===== src/rtl/mmu_ctrl_pkg.sv =====
// Shared state encoding and array-derived timing constants for the systolic MMU sequencer.
package mmu_ctrl_pkg;

    typedef enum logic [2:0] {
        IDLE  = 3'd0,
        WLOAD = 3'd1,
        FEED  = 3'd2,
        DRAIN = 3'd3,
        DONE  = 3'd4
    } mmu_state_e;

    localparam int ARRAY_DIM_DEF  = 4;
    localparam int ADDR_WIDTH_DEF = 8;

    // Zero-filled cycles needed to flush the last real row through an n x n array.
    function automatic int drain_cyc(input int n);
        return (32'sd2 * n) - 32'sd1;
    endfunction

    // Cycles from the first active cycle to the first valid result row.
    function automatic int out_lat(input int n);
        return (32'sd2 * n) - 32'sd1;
    endfunction

    localparam int DRAIN_CYC = drain_cyc(ARRAY_DIM_DEF);
    localparam int OUT_LAT   = out_lat(ARRAY_DIM_DEF);

endpackage


===== src/rtl/mmu_ctrl_cnt.sv =====
// Loadable up-counter with terminal-count compare; exposes the next count so callers
// can register values derived from it in the same cycle the count register updates.
module mmu_ctrl_cnt
    import mmu_ctrl_pkg::*;
#(
    parameter int WIDTH = ADDR_WIDTH_DEF + 1
) (
    input  logic             clk,
    input  logic             reset,
    input  logic             load,
    input  logic [WIDTH-1:0] load_val,
    input  logic             inc,
    input  logic [WIDTH-1:0] last,
    output logic [WIDTH-1:0] count_nxt,
    output logic             tc
);

    localparam logic [WIDTH-1:0] ONE_C = {{(WIDTH-1){1'b0}}, 1'b1};

    logic [WIDTH-1:0] count_r;
    logic [WIDTH-1:0] count_nxt_s;

    // Next-count selection: load wins over increment.
    always_comb begin
        count_nxt_s = count_r;
        if (load) begin
            count_nxt_s = load_val;
        end else if (inc) begin
            count_nxt_s = count_r + ONE_C;
        end else begin
            count_nxt_s = count_r;
        end
    end

    // Count register.
    always_ff @(posedge clk or posedge reset) begin
        if (reset) begin
            count_r <= '0;
        end else begin
            count_r <= count_nxt_s;
        end
    end

    assign count_nxt = count_nxt_s;
    assign tc        = (count_r == last);

endmodule


===== src/rtl/mmu_ctrl.sv =====
// Job sequencer for the NxN systolic matrix-multiply array: weight load, activation
// feed, zero-filled drain and result write-back, with all outputs registered.
module mmu_ctrl
    import mmu_ctrl_pkg::*;
#(
    parameter int ARRAY_DIM  = ARRAY_DIM_DEF,
    parameter int ADDR_WIDTH = ADDR_WIDTH_DEF
) (
    input  logic                  clk,
    input  logic                  reset,
    input  logic                  start,
    input  logic                  abort,
    input  logic [ADDR_WIDTH-1:0] num_rows,
    input  logic [ADDR_WIDTH-1:0] w_base,
    input  logic [ADDR_WIDTH-1:0] in_base,
    input  logic [ADDR_WIDTH-1:0] out_base,
    output logic                  w_rd_en,
    output logic [ADDR_WIDTH-1:0] w_rd_addr,
    output logic                  wwrite,
    output logic                  in_rd_en,
    output logic [ADDR_WIDTH-1:0] in_rd_addr,
    output logic                  active,
    output logic                  zero_fill,
    output logic                  out_wr_en,
    output logic [ADDR_WIDTH-1:0] out_wr_addr,
    output logic                  busy,
    output logic                  done
);

    localparam int CW        = ADDR_WIDTH + 1;
    localparam int DRAIN_LEN = drain_cyc(ARRAY_DIM);
    localparam int OUT_DLY   = out_lat(ARRAY_DIM);

    localparam logic [CW-1:0] ONE_C      = {{(CW-1){1'b0}}, 1'b1};
    localparam logic [CW-1:0] WLOAD_LAST = CW'(ARRAY_DIM - 1);
    // DRAIN covers the active cycle carrying the last real row plus the zero-filled flush.
    localparam logic [CW-1:0] DRAIN_LAST = CW'(DRAIN_LEN);

    mmu_state_e state_r, state_nxt_s;

    logic [CW-1:0]         rows_r;
    logic [ADDR_WIDTH-1:0] w_base_r, in_base_r, out_base_r;
    logic [ADDR_WIDTH-1:0] w_base_nxt_s;

    logic accept_s, kill_s;

    logic          ph_load_s, ph_inc_s, ph_tc_s;
    logic [CW-1:0] ph_last_s, ph_cnt_nxt_s;
    logic          row_inc_s, row_tc_s;
    logic [CW-1:0] row_last_s, row_cnt_nxt_s;

    logic [OUT_DLY-1:0] in_dly_r, in_dly_nxt_s;

    logic                  w_rd_en_r, wwrite_r, in_rd_en_r, active_r, zero_fill_r;
    logic                  out_wr_en_r, busy_r, done_r;
    logic [ADDR_WIDTH-1:0] w_rd_addr_r, in_rd_addr_r, out_wr_addr_r;

    logic                  w_rd_en_nxt_s, wwrite_nxt_s, in_rd_en_nxt_s, active_nxt_s;
    logic                  zero_fill_nxt_s, out_wr_en_nxt_s, busy_nxt_s, done_nxt_s;
    logic [ADDR_WIDTH-1:0] w_rd_addr_nxt_s, in_rd_addr_nxt_s, out_wr_addr_nxt_s;

    assign accept_s     = (state_r == IDLE) & start & ~abort;
    assign kill_s       = abort & (state_r != IDLE);
    assign w_base_nxt_s = accept_s ? w_base : w_base_r;
    assign row_last_s   = rows_r - ONE_C;
    assign row_inc_s    = out_wr_en_r & ~row_tc_s;

    mmu_ctrl_cnt #(.WIDTH(CW)) u_phase_cnt (
        .clk       (clk),
        .reset     (reset),
        .load      (ph_load_s),
        .load_val  ({CW{1'b0}}),
        .inc       (ph_inc_s),
        .last      (ph_last_s),
        .count_nxt (ph_cnt_nxt_s),
        .tc        (ph_tc_s)
    );

    mmu_ctrl_cnt #(.WIDTH(CW)) u_row_cnt (
        .clk       (clk),
        .reset     (reset),
        .load      (accept_s),
        .load_val  ({CW{1'b0}}),
        .inc       (row_inc_s),
        .last      (row_last_s),
        .count_nxt (row_cnt_nxt_s),
        .tc        (row_tc_s)
    );

    // Terminal phase index for the current state.
    always_comb begin
        ph_last_s = '0;
        case (state_r)
            WLOAD:   ph_last_s = WLOAD_LAST;
            FEED:    ph_last_s = rows_r - ONE_C;
            DRAIN:   ph_last_s = DRAIN_LAST;
            default: ph_last_s = '0;
        endcase
    end

    // Next-state and phase-counter control; abort overrides every transition.
    always_comb begin
        state_nxt_s = state_r;
        ph_load_s   = 1'b0;
        ph_inc_s    = 1'b0;
        if (kill_s) begin
            state_nxt_s = IDLE;
            ph_load_s   = 1'b1;
        end else begin
            case (state_r)
                IDLE: begin
                    if (accept_s) begin
                        ph_load_s = 1'b1;
                        if (num_rows == '0) begin
                            state_nxt_s = DONE;
                        end else begin
                            state_nxt_s = WLOAD;
                        end
                    end else begin
                        state_nxt_s = IDLE;
                    end
                end
                WLOAD: begin
                    if (ph_tc_s) begin
                        state_nxt_s = FEED;
                        ph_load_s   = 1'b1;
                    end else begin
                        ph_inc_s = 1'b1;
                    end
                end
                FEED: begin
                    if (ph_tc_s) begin
                        state_nxt_s = DRAIN;
                        ph_load_s   = 1'b1;
                    end else begin
                        ph_inc_s = 1'b1;
                    end
                end
                DRAIN: begin
                    if (ph_tc_s) begin
                        state_nxt_s = DONE;
                        ph_load_s   = 1'b1;
                    end else begin
                        ph_inc_s = 1'b1;
                    end
                end
                DONE:    state_nxt_s = IDLE;
                default: state_nxt_s = IDLE;
            endcase
        end
    end

    // Next values of the registered outputs, derived from the upcoming state and counts.
    always_comb begin
        w_rd_en_nxt_s     = (state_nxt_s == WLOAD);
        w_rd_addr_nxt_s   = w_rd_en_nxt_s ?
                            ADDR_WIDTH'({1'b0, w_base_nxt_s} + ph_cnt_nxt_s) : '0;
        wwrite_nxt_s      = w_rd_en_r & ~kill_s;
        in_rd_en_nxt_s    = (state_nxt_s == FEED);
        in_rd_addr_nxt_s  = in_rd_en_nxt_s ?
                            ADDR_WIDTH'({1'b0, in_base_r} + ph_cnt_nxt_s) : '0;
        active_nxt_s      = (in_rd_en_r & ~kill_s) | (state_nxt_s == DRAIN);
        zero_fill_nxt_s   = (state_nxt_s == DRAIN) & (ph_cnt_nxt_s != '0);
        out_wr_en_nxt_s   = in_dly_r[OUT_DLY-1] & ~kill_s;
        out_wr_addr_nxt_s = out_wr_en_nxt_s ?
                            ADDR_WIDTH'({1'b0, out_base_r} + row_cnt_nxt_s) : '0;
        busy_nxt_s        = (state_nxt_s == WLOAD) | (state_nxt_s == FEED) |
                            (state_nxt_s == DRAIN);
        done_nxt_s        = (state_nxt_s == DONE);
        // A result row emerges OUT_DLY cycles after the row it was fed with went active.
        in_dly_nxt_s      = kill_s ? '0 : {in_dly_r[OUT_DLY-2:0], in_rd_en_r};
    end

    // State and job-parameter registers; parameters are captured only on acceptance.
    always_ff @(posedge clk or posedge reset) begin
        if (reset) begin
            state_r    <= IDLE;
            rows_r     <= '0;
            w_base_r   <= '0;
            in_base_r  <= '0;
            out_base_r <= '0;
        end else begin
            state_r  <= state_nxt_s;
            w_base_r <= w_base_nxt_s;
            if (accept_s) begin
                rows_r     <= {1'b0, num_rows};
                in_base_r  <= in_base;
                out_base_r <= out_base;
            end else begin
                rows_r     <= rows_r;
                in_base_r  <= in_base_r;
                out_base_r <= out_base_r;
            end
        end
    end

    // Output registers and the result-latency pipeline.
    always_ff @(posedge clk or posedge reset) begin
        if (reset) begin
            w_rd_en_r     <= 1'b0;
            w_rd_addr_r   <= '0;
            wwrite_r      <= 1'b0;
            in_rd_en_r    <= 1'b0;
            in_rd_addr_r  <= '0;
            active_r      <= 1'b0;
            zero_fill_r   <= 1'b0;
            out_wr_en_r   <= 1'b0;
            out_wr_addr_r <= '0;
            busy_r        <= 1'b0;
            done_r        <= 1'b0;
            in_dly_r      <= '0;
        end else begin
            w_rd_en_r     <= w_rd_en_nxt_s;
            w_rd_addr_r   <= w_rd_addr_nxt_s;
            wwrite_r      <= wwrite_nxt_s;
            in_rd_en_r    <= in_rd_en_nxt_s;
            in_rd_addr_r  <= in_rd_addr_nxt_s;
            active_r      <= active_nxt_s;
            zero_fill_r   <= zero_fill_nxt_s;
            out_wr_en_r   <= out_wr_en_nxt_s;
            out_wr_addr_r <= out_wr_addr_nxt_s;
            busy_r        <= busy_nxt_s;
            done_r        <= done_nxt_s;
            in_dly_r      <= in_dly_nxt_s;
        end
    end

    assign w_rd_en     = w_rd_en_r;
    assign w_rd_addr   = w_rd_addr_r;
    assign wwrite      = wwrite_r;
    assign in_rd_en    = in_rd_en_r;
    assign in_rd_addr  = in_rd_addr_r;
    assign active      = active_r;
    assign zero_fill   = zero_fill_r;
    assign out_wr_en   = out_wr_en_r;
    assign out_wr_addr = out_wr_addr_r;
    assign busy        = busy_r;
    assign done        = done_r;

endmodule


===== config.mk =====
export PLATFORM = sky130hd
export DESIGN_NAME = mmu_ctrl
export DESIGN_NICKNAME = d
export VERILOG_FILES = /design/src/rtl/mmu_ctrl_pkg.sv /design/src/rtl/mmu_ctrl_cnt.sv /design/src/rtl/mmu_ctrl.sv
export SDC_FILE = /design/constraint.sdc
export NUM_CORES = 1
export LEC_CHECK = 0
export BUFFER_PORTS_ARGS = -buffer_cell sky130_fd_sc_hd__buf_2
export CORE_ASPECT_RATIO = 1.4
export CORE_MARGIN = 4
export CORE_UTILIZATION = 45
export CTS_BUF_LIST = sky130_fd_sc_hd__clkbuf_16
export CTS_CLUSTER_DIAMETER = 100
export DETAILED_ROUTE_END_ITERATION = 16
export PLACE_DENSITY_LB_ADDON = 0.15
export SKIP_LAST_GASP = 1
export SLEW_MARGIN = 20
export SYNTH_ARGS = -nofsm -noshare
export SYNTH_HDL_FRONTEND = slang
export SYNTH_SLANG_ARGS = --single-unit

===== constraint.sdc =====
create_clock -name clk -period 9 [get_ports clk]
set_input_delay 1.8 -clock clk [delete_from_list [all_inputs] [get_ports clk]]
set_output_delay 1.8 -clock clk [all_outputs]
set_load 0.02 [all_outputs]

### Word level (Yosys, flattened, before mapping)

Index checks and enable logic that the tools add are counted.

* register bits after elaboration: 92
* logic and storage cells: 77
* bits in latches: 0
* output and inout port bits: 32
* input port bits: 36
* bits in writable memories: 0
* bits in read-only memories: 0
* memories: 0

* $add $sub $neg: 6
* multiply operators: 0
* eq/ne operators: 9
* order comparisons: 0
* reduce and logical (&&, ||, !) cells: 5
* div/mod/pow operators: 0
* shift-type cells: 0
* bitwise gates (word level): 14
* muxes and demuxes: 24

Operators with widths (number)
* 2-to-1 mux 9 bit: 4
* 2-to-1 mux 8 bit: 4
* case mux 9 bit (3 select lines): 1
* adder 8 bit: 3
* adder 9 x 1 -> 9 bit, second input constant: 2
* == test 9 bit: 2
* 2-to-1 mux 3 bit: 6
* == test 3 x 2 -> 1 bit, second input constant: 4
* case mux 3 bit (4 select lines): 1
* nonzero test 9 bit: 1
* subtractor 8 x 1 -> 9 bit, second input constant: 1
* bitwise AND 1 bit: 8
* zero test 8 bit: 1
* 2-to-1 mux 7 bit: 1
* == test 3 x 1 -> 1 bit, second input constant: 2
* 2-to-1 mux 1 bit: 6
* == test 3 bit, second input constant: 1
* zero test 3 bit: 1
* inverter 1 bit: 3
* OR 1 bit: 3
* nonzero test 3 bit: 1
* OR reduction 3 bit: 1
* case mux 1 bit (2 select lines): 1

### Depth between registers and ports, before layout

Gate-level depths: netlist of the first run.

* depth in word-level cells: 10
* gate-level depth with buffers: 21
* depth with buffers taken out: 19

### Hierarchy

From an unflattened synthesis of the first run, not the netlist that was laid out.

* cell total of the unflattened synthesis: 509
* area total of the unflattened synthesis: 4974.8 µm²

Modules (own cells, without submodules)
* mmu_ctrl: times used 1, cells an instance 379, area each 3796.1 µm², seq. area each 1851.8 µm²
* mmu_ctrl_cnt: times used 2, cells an instance 65, area each 589.3 µm², seq. area each 225.2 µm²

### Least setup slack after synthesis of the first run

No wires, ideal clock.

* path type: input port to flip-flop
* start point: in abort
* end point: reg out_wr_addr_r[7], in the netlist out_wr_addr[7]
* arrival: 4.506 ns
* setup slack: 4.416 ns
* data required time: 8.922 ns
* setup time: 0.078 ns
* stages: 14
* path buffers: 2
* cell sequence: nor2_1 > and3_1 > clkbuf_1 > clkbuf_1 > nor2_1 > ha_1 > a21o_1 > a21oi_1 > nor2b_1 > o21a_1 > o41ai_1 > xnor2_1 > or3_1 > a21oi_1

* word-level cells in the longest chain between the ends: 5
* elaborated cells on any way between the ends: 8
* classes of those cells: add/sub (1); mux (2); bitwise (5)

RTL lines
* start: declaration: RTL line mmu_ctrl.sv:12 `input logic abort,`
* inverter 1 bit: RTL line mmu_ctrl.sv:62 `assign accept_s = (state_r == IDLE) & start & ~abort;`
* bitwise AND 1 bit: RTL line mmu_ctrl.sv:62
* 2-to-1 mux 9 bit: RTL line mmu_ctrl_cnt.sv:26 `if (load) begin`
* named net row_cnt_nxt_s[1]: RTL line mmu_ctrl.sv:50 `logic [CW-1:0] row_last_s, row_cnt_nxt_s;`
* adder 8 bit: RTL line mmu_ctrl.sv:166 `ADDR_WIDTH'({1'b0, out_base_r} + row_cnt_nxt_s) : '0;`
* 2-to-1 mux 8 bit: RTL line mmu_ctrl.sv:165 `out_wr_addr_nxt_s = out_wr_en_nxt_s ?`
* named net out_wr_addr_nxt_s[7]: RTL line mmu_ctrl.sv:60 `logic [ADDR_WIDTH-1:0] w_rd_addr_nxt_s, in_rd_addr_nxt_s, out_wr_addr_nxt_s;`
* end signal: assignment: RTL line mmu_ctrl.sv:221 `out_wr_addr_r <= out_wr_addr_nxt_s;`
* end: declaration: RTL line mmu_ctrl.sv:56 `logic [ADDR_WIDTH-1:0] w_rd_addr_r, in_rd_addr_r, out_wr_addr_r;`

The timed path passes the listed nets, and every way through them passes these cells.
A chain may end at the register's enable or synchronous reset.

### Final worst setup path of the first run

Same ends and word-level chain as after synthesis.

==> results of run 1 <==
area by class of cell:
type | count | area share (%)
Multi-Input combinational cell | 406 | 44.7
Inverter | 16 | 1.05
Clock inverter | 7 | 1.16
Tap cell | 141 | 3.03
Clock buffer | 9 | 3.87
Timing Repair Buffer | 73 | 6.61
Sequential cell | 92 | 39.6
metrics by stage:
step / hold WS [ns] / instances / worst slack (ns)
2_1_floorplan: 0.428 / 538 / 4.42
3_3_place_gp: 0.439 / 728 / 3.86
3_5_place_dp: 0.437 / 728 / 3.82
4_1_cts: 0.452 / 744 / 4.16
5_1_grt: 0.477 / 744 / 3.85
6_report: 0.449 / 744 / 4.19
power groups by stage:
stage	registers, W	clock network, W	logic (W)
finish	0.000632	0.000373	0.000754
global placement	0.000637	0	0.000740
CTS	0.000633	0.000383	0.000759
detailed placement	0.000639	0	0.000755
global route	0.000650	0.000402	0.000842
floorplan	0.000624	0	0.000569
placed cells by master, fill, tap and decap left out, types with 3 or more instances in the layout:
cell type,instances
and4_1,4
clkbuf_16,9
or3_1,4
fa_1,3
inv_1,16
a211oi_1,5
nor3_1,16
a21oi_1,14
nand4b_1,3
nand3_1,8
nor2_1,50
nand2_1,110
and3_1,6
xor2_1,22
o21ai_2,3
buf_4,5
a21o_1,15
nor3b_1,4
buf_2,67
nor4_1,6
o21ai_0,10
nand4_1,7
ha_1,24
dfrtp_1,92
and2_1,10
o21a_1,5
xnor2_1,26
nor2b_1,8
a31oi_1,6
path summary, 6_finish.rpt:
kind,endpoint,startpoint,slack (ns),cells past startpoint
hold / removal,in_dly_r[2],in_dly_r[1],0.45,1
setup reg to reg,w_rd_addr[7],rows_r[0],4.28,20
max in group asynchronous,out_wr_addr[1],reset,6.65,3
hold reg to reg,in_dly_r[2],in_dly_r[1],0.45,1
setup / recovery,out_wr_addr[7],abort,4.19,14
min in group asynchronous,out_base_r[7],reset,1.36,2
kinds of logic after synthesis:
| group | synth area share, % |
|---|---|
| buf+inv | 3.28 |
| fa+ha+maj | 7.11 |
| compound gates | 11.1 |
| mux | 0.395 |
| flops | 45.4 |
| xor+xnor | 9.19 |
| simple gates | 23.4 |
state kept, by name, summed over array words and instances (netlist names):
signal	flops
done	1
in_rd_addr	8
w_rd_addr	8
u_phase_cnt.count_r	9
out_wr_addr	8
in_rd_en	1
active	1
zero_fill	1
out_base_r	8
busy	1
wwrite	1
w_rd_en	1
rows_r	8
in_base_r	8
u_row_cnt.count_r	9
in_dly_r	7
state_r	3
w_base_r	8
out_wr_en	1
metal layers:
layer | global-route usage (%) | up-vias
met4 | 10.1 | 0
met5 | 0 | -
li1 | - | 1949
met3 | 3.40 | 31
met2 | 35.2 | 80
met1 | 21.1 | 1958
synthesized netlist by cell type, types with 7 or more instances:
library cell	n	area [µm²]
nand2_1	110	413
a21o_1	15	113
o21ai_0	10	50.1
inv_1	16	60.1
ha_1	24	300
and2_1	10	62.6
nor2_1	50	188
xnor2_1	26	228
a21oi_1	14	70.1
nand3_1	8	40.0
clkbuf_1	18	67.6
nor3_1	16	80.1
dfrtp_1	92	2300
xor2_1	22	193
nor2b_1	8	50.1
nand4_1	7	43.8
==> reports/results.tsv, run 1 <==
metric	value	unit
pwr-share-clk	21.2	%
detail-route-antenna-nets	0	
coreArea	0.0109	mm²
cts_max_path_buffers	2	
seq_area	0.00230	mm²
ys_seq_area_share	45.4	%
hpwlAfterDp	8970	µm
netlist_area	0.00507	mm²
synth_fp_nets	601	
p_int	0.00104	W
finalSetupTns	0	ns
fin_util	53.2	%
post_cts_buffers	0	
place_area	0.00552	mm²
drt-total-wl	12000	µm
die_h	134	µm
period_needed	4.81	ns
die_area	0.0130	mm²
pwr-share-seq	35.9	%
clock_sinks	92	
nets	661	
synth_edf_count	0	
wl_met2	6390	µm
ys_seq_elements	92	
cts_resized	0	
drt-vias-per-instance	5.40	
path_cells	buf_2 > nor2_1 > and3_1 > buf_4 > nor2_1 > ha_1 > a21o_1 > a21oi_1 > nor2b_1 > o21a_1 > o41ai_1 > xnor2_1 > or3_1 > a21oi_1	
antennaDiodeCount	0	
timing_worst_slew_pin_value	0.729	ns
combPwrFrac	42.9	%
via_count	4018	
p_leak	3.00	nW
clk_pin_slew_worst_paths	0.06	ns
grt_pass1_wl	20100	µm
post_drt_wl_per_cell	16.1	µm
cp-end-kind	flop	
layout-drive-gt1-share	17.4	%
track_usage	19.3	%
globalplace.congestion	0.876	
ys.warnings.count	0	
h-tree-depth	3	
slew_violations	0	
synth_cells	538	
syn2layout_area_growth	14.8	%
num_rows	45	
clock_skew	0.00680	ns
netSwitchingPower	0.000718	W
rsz0062_at_grt	false	
antenna_found_initial	0	
synth-main-ff-cell	dfrtp_1	
startpoint_type	input port	
multi_input_area	0.00260	mm²
max_stage_delay	0.52	ns
cts_tree	built	
powerDensity	303	mW/mm²
drc_errors	0	
grt_pass1_vias	4217	
slowest_stage	and3_1	
wl_met3	419	µm
final_area	0.00581	mm²
fmax	0.208	GHz
top_layer	met4	
first_pass_iters	4	
critPathTopFamily	simple AND/OR/NAND/NOR gates	
hp-class	reg -> reg	
max-cap-violations	0	
path_max_fanout	35	
grt_max_degree	80	
path_buf_inv	2	
synth_cell_types	62	
setup_violations	0	
root_buffer	clkbuf_16	
critPathKind	in -> reg	
clk_latency	0.35	ns
period_share	53.5	%
ios	68	
start_util	46.4	%
nFillCells	1041	
port_buffers	67	
die_x	97.7	µm
max_slew_margin	51.4	%
grt-ovfl-total	0	
hold_viol	0	
ir_worst_vdd	115	µV
postCtsHoldBufs	0	
drt_iter0_drc	181	
power_switching_share	40.8	%
status	completed	
synthArstFlopShare	100	%
cts-buffers-inserted	9	
synth_area_per_cell	9.42	µm²
cp_data_arrival_time	5.08	ns
cp.required	9.27	ns
p_total	0.00176	W
drt-met1-wl	4710	µm
No activity file was read; power rests on OpenSTA's default activity.
==> run 2: changes to the inputs <==
==> constraint.sdc (replaced) <==
create_clock -name clk -period 5.02 [get_ports clk]
set_input_delay 1.004 -clock clk [delete_from_list [all_inputs] [get_ports clk]]
set_output_delay 1.004 -clock clk [all_outputs]
set_load 0.02 [all_outputs]
==> run 2 against run 1 <==
  * Setup slack worse by 3.8 ns
  * Sequential share of layout area is 0.068 points lower
  * Utilization grew 0.092 points
  * Global-route usage shrank 0.36 points
==> reports/results.tsv, run 2 (synthesis results as in run 1) <==
metric	value	unit	change
fmax	0.218	GHz	
powerDensity	538	mW/mm²	+78%
max_slew_margin	52.1	%	+0.70 points
drt-total-wl	11700	µm	-1.9%
drt_iter0_drc	237		+31%
max_stage_delay	0.50	ns	-0.02 ns
ir_worst_vdd	202	µV	+75%
max-cap-violations	0		unchanged
postCtsHoldBufs	0		unchanged
drt-vias-per-instance	5.33		-1.3%
layout-drive-gt1-share	17.9	%	+0.47 points
period_share	91.6	%	
die_h	134	µm	unchanged
ios	68		unchanged
cp_data_arrival_time	4.81	ns	-0.27 ns
num_rows	45		unchanged
cpMostUsedCell	a21o_1		
whs_endpoint	in_dly_r[3]		
status	completed		
final_common_cell	nand2_1		
fin_ws	0.423	ns	-3.77 ns
die_x	97.7	µm	unchanged
path_cells	inv_1 > ha_1 > or4b_4 > or3_4 > nor3_1 > a31oi_1 > nor4_2 > and2_1 > or3_1 > a21oi_1 > ha_1 > fa_1 > a21o_1 > a21o_1 > a21o_1 > a21oi_1 > xor2_1 > nor2_1		
coreArea	0.0109	mm²	unchanged
post_cts_buffers	0		unchanged
dp_worst_setup_slack	0.423	ns	-3.40 ns
track_usage	18.9	%	-0.36 points
cts_max_path_buffers	2		unchanged
hp-class	reg -> reg		
root_buffer	clkbuf_16		
r2r_start	rows_r[0]		
cts_resized	0		unchanged
grt_pass1_vias	4019		-4.7%
clk_latency	0.34	ns	about the same
rrSetupSlack	0.42	ns	-3.86 ns
hp-start	in_dly_r[2]		
reg_top3	u_phase_cnt.count_r x9, u_row_cnt.count_r x9		
hold_depth	1		unchanged
fin_util	53.3	%	+0.092 points
port_buffers	67		unchanged
clock_skew	0.00846	ns	+0.00166 ns
syn2layout_area_growth	15.0	%	
h-tree-depth	3		unchanged
nets	662		+0.15%
via_count	3971		-1.2%
p_leak	3.00	nW	+0.18%
r2r_cells	18		-10%
finalSetupTns	0	ns	unchanged
first_pass_iters	5		+1
globalplace.congestion	0.872		-0.54%
setup_violations	0		unchanged
die_area	0.0130	mm²	unchanged
cts_tree	built		
grt_max_degree	53		-34%
rsz0062_at_grt	false		
cp.required	5.23	ns	-4.04 ns
hpwlAfterDp	8900	µm	-0.75%
grt_pass1_wl	19800	µm	-1.3%
critPathKind	reg -> reg		
antennaDiodeCount	0		unchanged
cts-buffers-inserted	9		unchanged
startpoint_type	flop		
detail-route-antenna-nets	0		unchanged
grt-ovfl-total	0		unchanged
clock_sinks	92		unchanged
clk_pin_slew_worst_paths	0.07	ns	about the same
post_drt_wl_per_cell	15.8	µm	-2.0%
slew_violations	0		unchanged
drc_errors	0		unchanged
cp-end-kind	flop		
path_max_fanout	8		-77%
timing_worst_slew_pin_value	0.717	ns	-0.0113 ns
hold_viol	0		unchanged
nFillCells	1074		+3.2%
r2r-end	w_rd_addr[6]		
antenna_found_initial	0		unchanged
slowest_stage	or4b_4		
final_cell_mix	nand2_1 (110), dfrtp_1 (92), buf_2 (67)		
period_needed	4.60	ns	
start_util	46.4	%	unchanged
==> run 2: cell types whose count changed in the layout (fill, tap and decap cells not counted) <==
| cell | delta |
|---|---|
| clkinv_1 | -1 |
| clkinv_2 | +1 |
| buf_4 | +2 |
| inv_1 | -1 |
| inv_6 | +1 |
| buf_6 | -1 |
==> run 2: final cells by class <==
cell class	instances	area, µm²	share of cell area [%]
multi-input cells	406	2600	44.6
flip-flops and latches	92	2300	39.5
repair buffers	74	388	6.66
clock buffers	9	225	3.87
well taps	141	176	3.03
clock inverters	7	73.8	1.27
inverters	16	61.3	1.05
==> run 2: worst max-delay path by stage <==
stage,startpoint,end,slack (ns),cells after the start
detailed placement,rows_r[0],w_rd_addr[6],0.42,18
CTS,rows_r[0],w_rd_addr[6],0.41,18
global placement,rows_r[0],in_rd_addr[6],0.59,18
finish,rows_r[0],w_rd_addr[6],0.42,18
global route,rows_r[0],w_rd_addr[7],0.13,19
floorplan,rows_r[0],in_rd_addr[7],0.82,20
==> run 2: routing by layer <==
metal / GRT usage [%] / vias to the layer above / wire, µm
li1: - / 1956 / -
met1: 22.1 / 1930 / 4770
met2: 35.2 / 70 / 6440
met3: 3.20 / 15 / 347
met4: 5.62 / 0 / 189
met5: 0 / - / 0
==> run 2: worst max-delay path: cells and delay by family (launching register included) <==
family,cells,cell delay [ns]
buffers and inverters,1,0.12
AO/OA/AOI/OAI,6,0.89
XOR/XNOR,1,0.17
flip-flops,1,0.47
AND/OR/NAND/NOR,7,1.97
adder cells (fa/ha/maj),3,0.84
==> run 2: metrics by stage <==
step | area, µm² | hold slack [ns] | power (W) | std cells
after detailed placement | 5530 | 0.439 | 0.00248 | 729
final | 5820 | 0.455 | 0.00313 | 745
after global placement | 5530 | 0.435 | 0.00246 | 729
after CTS | 5820 | 0.458 | 0.00317 | 745
after global routing | 5820 | 0.475 | 0.00338 | 745
after floorplan | 5070 | 0.428 | 0.00214 | 538
==> run 2: power breakdown <==
group | total, W | internal, W | switching [W]
clock network | 0.000680 | 0.000388 | 0.000291
logic | 0.00133 | 0.000534 | 0.000792
registers | 0.00113 | 0.000943 | 0.000185
total | 0.00313 | 0.00187 | 0.00127
==> run 3: changes to the inputs <==
==> constraint.sdc (replaced) <==
create_clock -name clk -period 5 [get_ports clk]
set_input_delay 1 -clock clk [delete_from_list [all_inputs] [get_ports clk]]
set_output_delay 1 -clock clk [all_outputs]
set_load 0.02 [all_outputs]
==> run 3 against run 2 <==
  * Hold slack lost 0.0084 ns
  * Fmax grew 0.59%
  * Utilization barely moved
  * Routed wire length up 0.54%
  * Count of clock-buffer cells in the layout unchanged
  * Clock power down 3.4%
  * Sequential share of layout area about the same
  * Combinational power is essentially flat
  * Critical path depth unchanged
  * Critical path type unchanged
  * Highest routed layer unchanged
==> reports/results.tsv, run 3 (synthesis results as in run 1) <==
metric	value	unit	change
status	completed		
grt_pass1_vias	4096		+1.9%
die_h	134	µm	unchanged
r2r_cells	18		unchanged
max_slew_margin	53.8	%	+1.7 points
rsz0062_at_grt	false		
max-cap-violations	0		unchanged
antenna_found_initial	0		unchanged
cp.required	5.21	ns	-0.02 ns
cts_max_path_buffers	2		unchanged
root_buffer	clkbuf_16		
finalSetupTns	0	ns	unchanged
final_common_cell	nand2_1		
post_cts_buffers	0		unchanged
hold_depth	1		unchanged
holdWs	0.447	ns	-0.00841 ns
power_switching_share	40.3	%	-0.21 points
detail-route-antenna-nets	0		unchanged
fmax	0.219	GHz	+0.59%
reg_top3	u_phase_cnt.count_r x9, u_row_cnt.count_r x9		
cp_data_arrival_time	4.78	ns	-0.03 ns
p_leak	3.01	nW	+0.18%
cts_tree	built		
place_area	0.00553	mm²	unchanged
netSwitchingPower	0.00126	W	-0.79%
coreArea	0.0109	mm²	unchanged
hpwlAfterDp	8780	µm	-1.4%
die_x	97.7	µm	unchanged
hp-class	reg -> reg		
powerDensity	537	mW/mm²	-0.18%
nFillCells	1050		-2.2%
pwr-share-seq	36.3	%	+0.3 points
antennaDiodeCount	0		unchanged
setup_violations	0		unchanged
drt-vias-per-instance	5.38		+0.86%
period_needed	4.57	ns	-0.0268 ns
startpoint_type	flop		
r2r-end	w_rd_addr[6]		
final_cell_mix	nand2_1 (110), dfrtp_1 (92), buf_2 (67)		
rrSetupSlack	0.43	ns	about the same
layout.cells.non_filler	745		unchanged
p_int	0.00187	W	about the same
grt_pass1_wl	19900	µm	+0.63%
drt_iter0_drc	176		-26%
slew_violations	0		unchanged
start_util	46.4	%	unchanged
fin_util	53.3	%	about the same
cts-buffers-inserted	9		unchanged
post_drt_wl_per_cell	15.8	µm	+0.54%
critPathKind	reg -> reg		
ir_worst_vdd	217	µV	+7.3%
period_share	91.4	%	-0.17 points
clk_latency	0.34	ns	about the same
globalplace.congestion	0.877		+0.62%
num_rows	45		unchanged
drc_errors	0		unchanged
ios	68		unchanged
layout-drive-gt1-share	17.7	%	-0.17 points
combPwrFrac	42.7	%	+0.4 points
timing_worst_slew_pin_value	0.693	ns	-0.0248 ns
drt-total-wl	11800	µm	+0.54%
h-tree-depth	3		unchanged
pwr-share-clk	21.0	%	-0.7 points
first_pass_iters	4		-1
grt_max_degree	57		+7.5%
die_area	0.0130	mm²	unchanged
nets	662		unchanged
whs_endpoint	in_dly_r[1]		
r2r_start	rows_r[0]		
hold_viol	0		unchanged
clock_skew	0.00469	ns	-0.00378 ns
grt-ovfl-total	0		unchanged
clk_pin_slew_worst_paths	0.06	ns	about the same
cp-end-kind	flop		
placed_cells	729		unchanged
final_area	0.00582	mm²	about the same
track_usage	19.1	%	+0.14 points
via_count	4005		+0.86%
hp-start	in_dly_r[0]		
syn2layout_area_growth	14.9	%	about the same
clock_sinks	92		unchanged
path_max_fanout	8		unchanged
postCtsHoldBufs	0		unchanged
port_buffers	67		unchanged
[run 3: cell counts in the layout (fill, tap and decap cells not counted)]
No cell type changed its count.
[run 3: worst max path at each step]
stage,start,to,slack [ns],cells past startpoint
finish,rows_r[0],w_rd_addr[6],0.43,18
global route,rows_r[0],out_wr_addr[7],0.03,18
CTS,rows_r[0],w_rd_addr[7],0.30,19
detailed placement,rows_r[0],w_rd_addr[7],0.31,19
global placement,rows_r[0],w_rd_addr[7],0.38,19
floorplan,rows_r[0],in_rd_addr[7],0.80,20
[run 3: cell type report]
type | instances | area, µm² | share of cell area [%]
multi-input combinational | 406 | 2610 | 44.8
sequential | 92 | 2300 | 39.6
timing repair buffer | 74 | 388 | 6.67
clock buffer | 9 | 225 | 3.87
tap | 141 | 176 | 3.03
inverter | 16 | 62.6 | 1.08
clock inverter | 7 | 58.8 | 1.01
[run 3: through the flow]
stage | total power (W) | setup WS [ns]
2_1_floorplan | 0.00215 | 0.803
3_3_place_gp | 0.00246 | 0.383
3_5_place_dp | 0.00248 | 0.308
4_1_cts | 0.00316 | 0.301
5_1_grt | 0.00337 | 0.0273
6_report | 0.00313 | 0.430
[run 3: worst max-delay path: stages (launching register included)]
cell	delay, ns
dfrtp_1	0.47
inv_1	0.13
ha_1	0.19
or4b_4	0.49
or3_4	0.37
nor3_1	0.20
a31oi_1	0.07
nor4_2	0.34
and2_2	0.32
or3_1	0.13
a21oi_1	0.13
ha_1	0.24
fa_1	0.41
a21o_1	0.17
a21o_1	0.19
a21o_1	0.18
a21oi_1	0.16
xor2_1	0.17
nor2_1	0.06
[run 3: repair_timing]
action,in CTS,in global routing
hold endpoints to repair,0,0
resized for setup,0,2
endpoints found under the setup margin,0,1
[run 3: power groups by stage]
stage	Sequential, W	Combinational, W	Clock [W]
floorplan	0.00112	0.00102	0
global route	0.00117	0.00150	0.000712
finish	0.00113	0.00133	0.000657
global placement	0.00114	0.00131	0
detailed placement	0.00115	0.00134	0
CTS	0.00114	0.00135	0.000673
[run 3: metal layers]
| layer | vias up | GRT usage [%] | wire, µm |
|---|---|---|---|
| met5 | - | 0 | 0 |
| met4 | 0 | 6.47 | 261 |
| met3 | 19 | 4.35 | 505 |
| met2 | 85 | 35.0 | 6390 |
| met1 | 1951 | 21.6 | 4650 |
| li1 | 1950 | - | - |
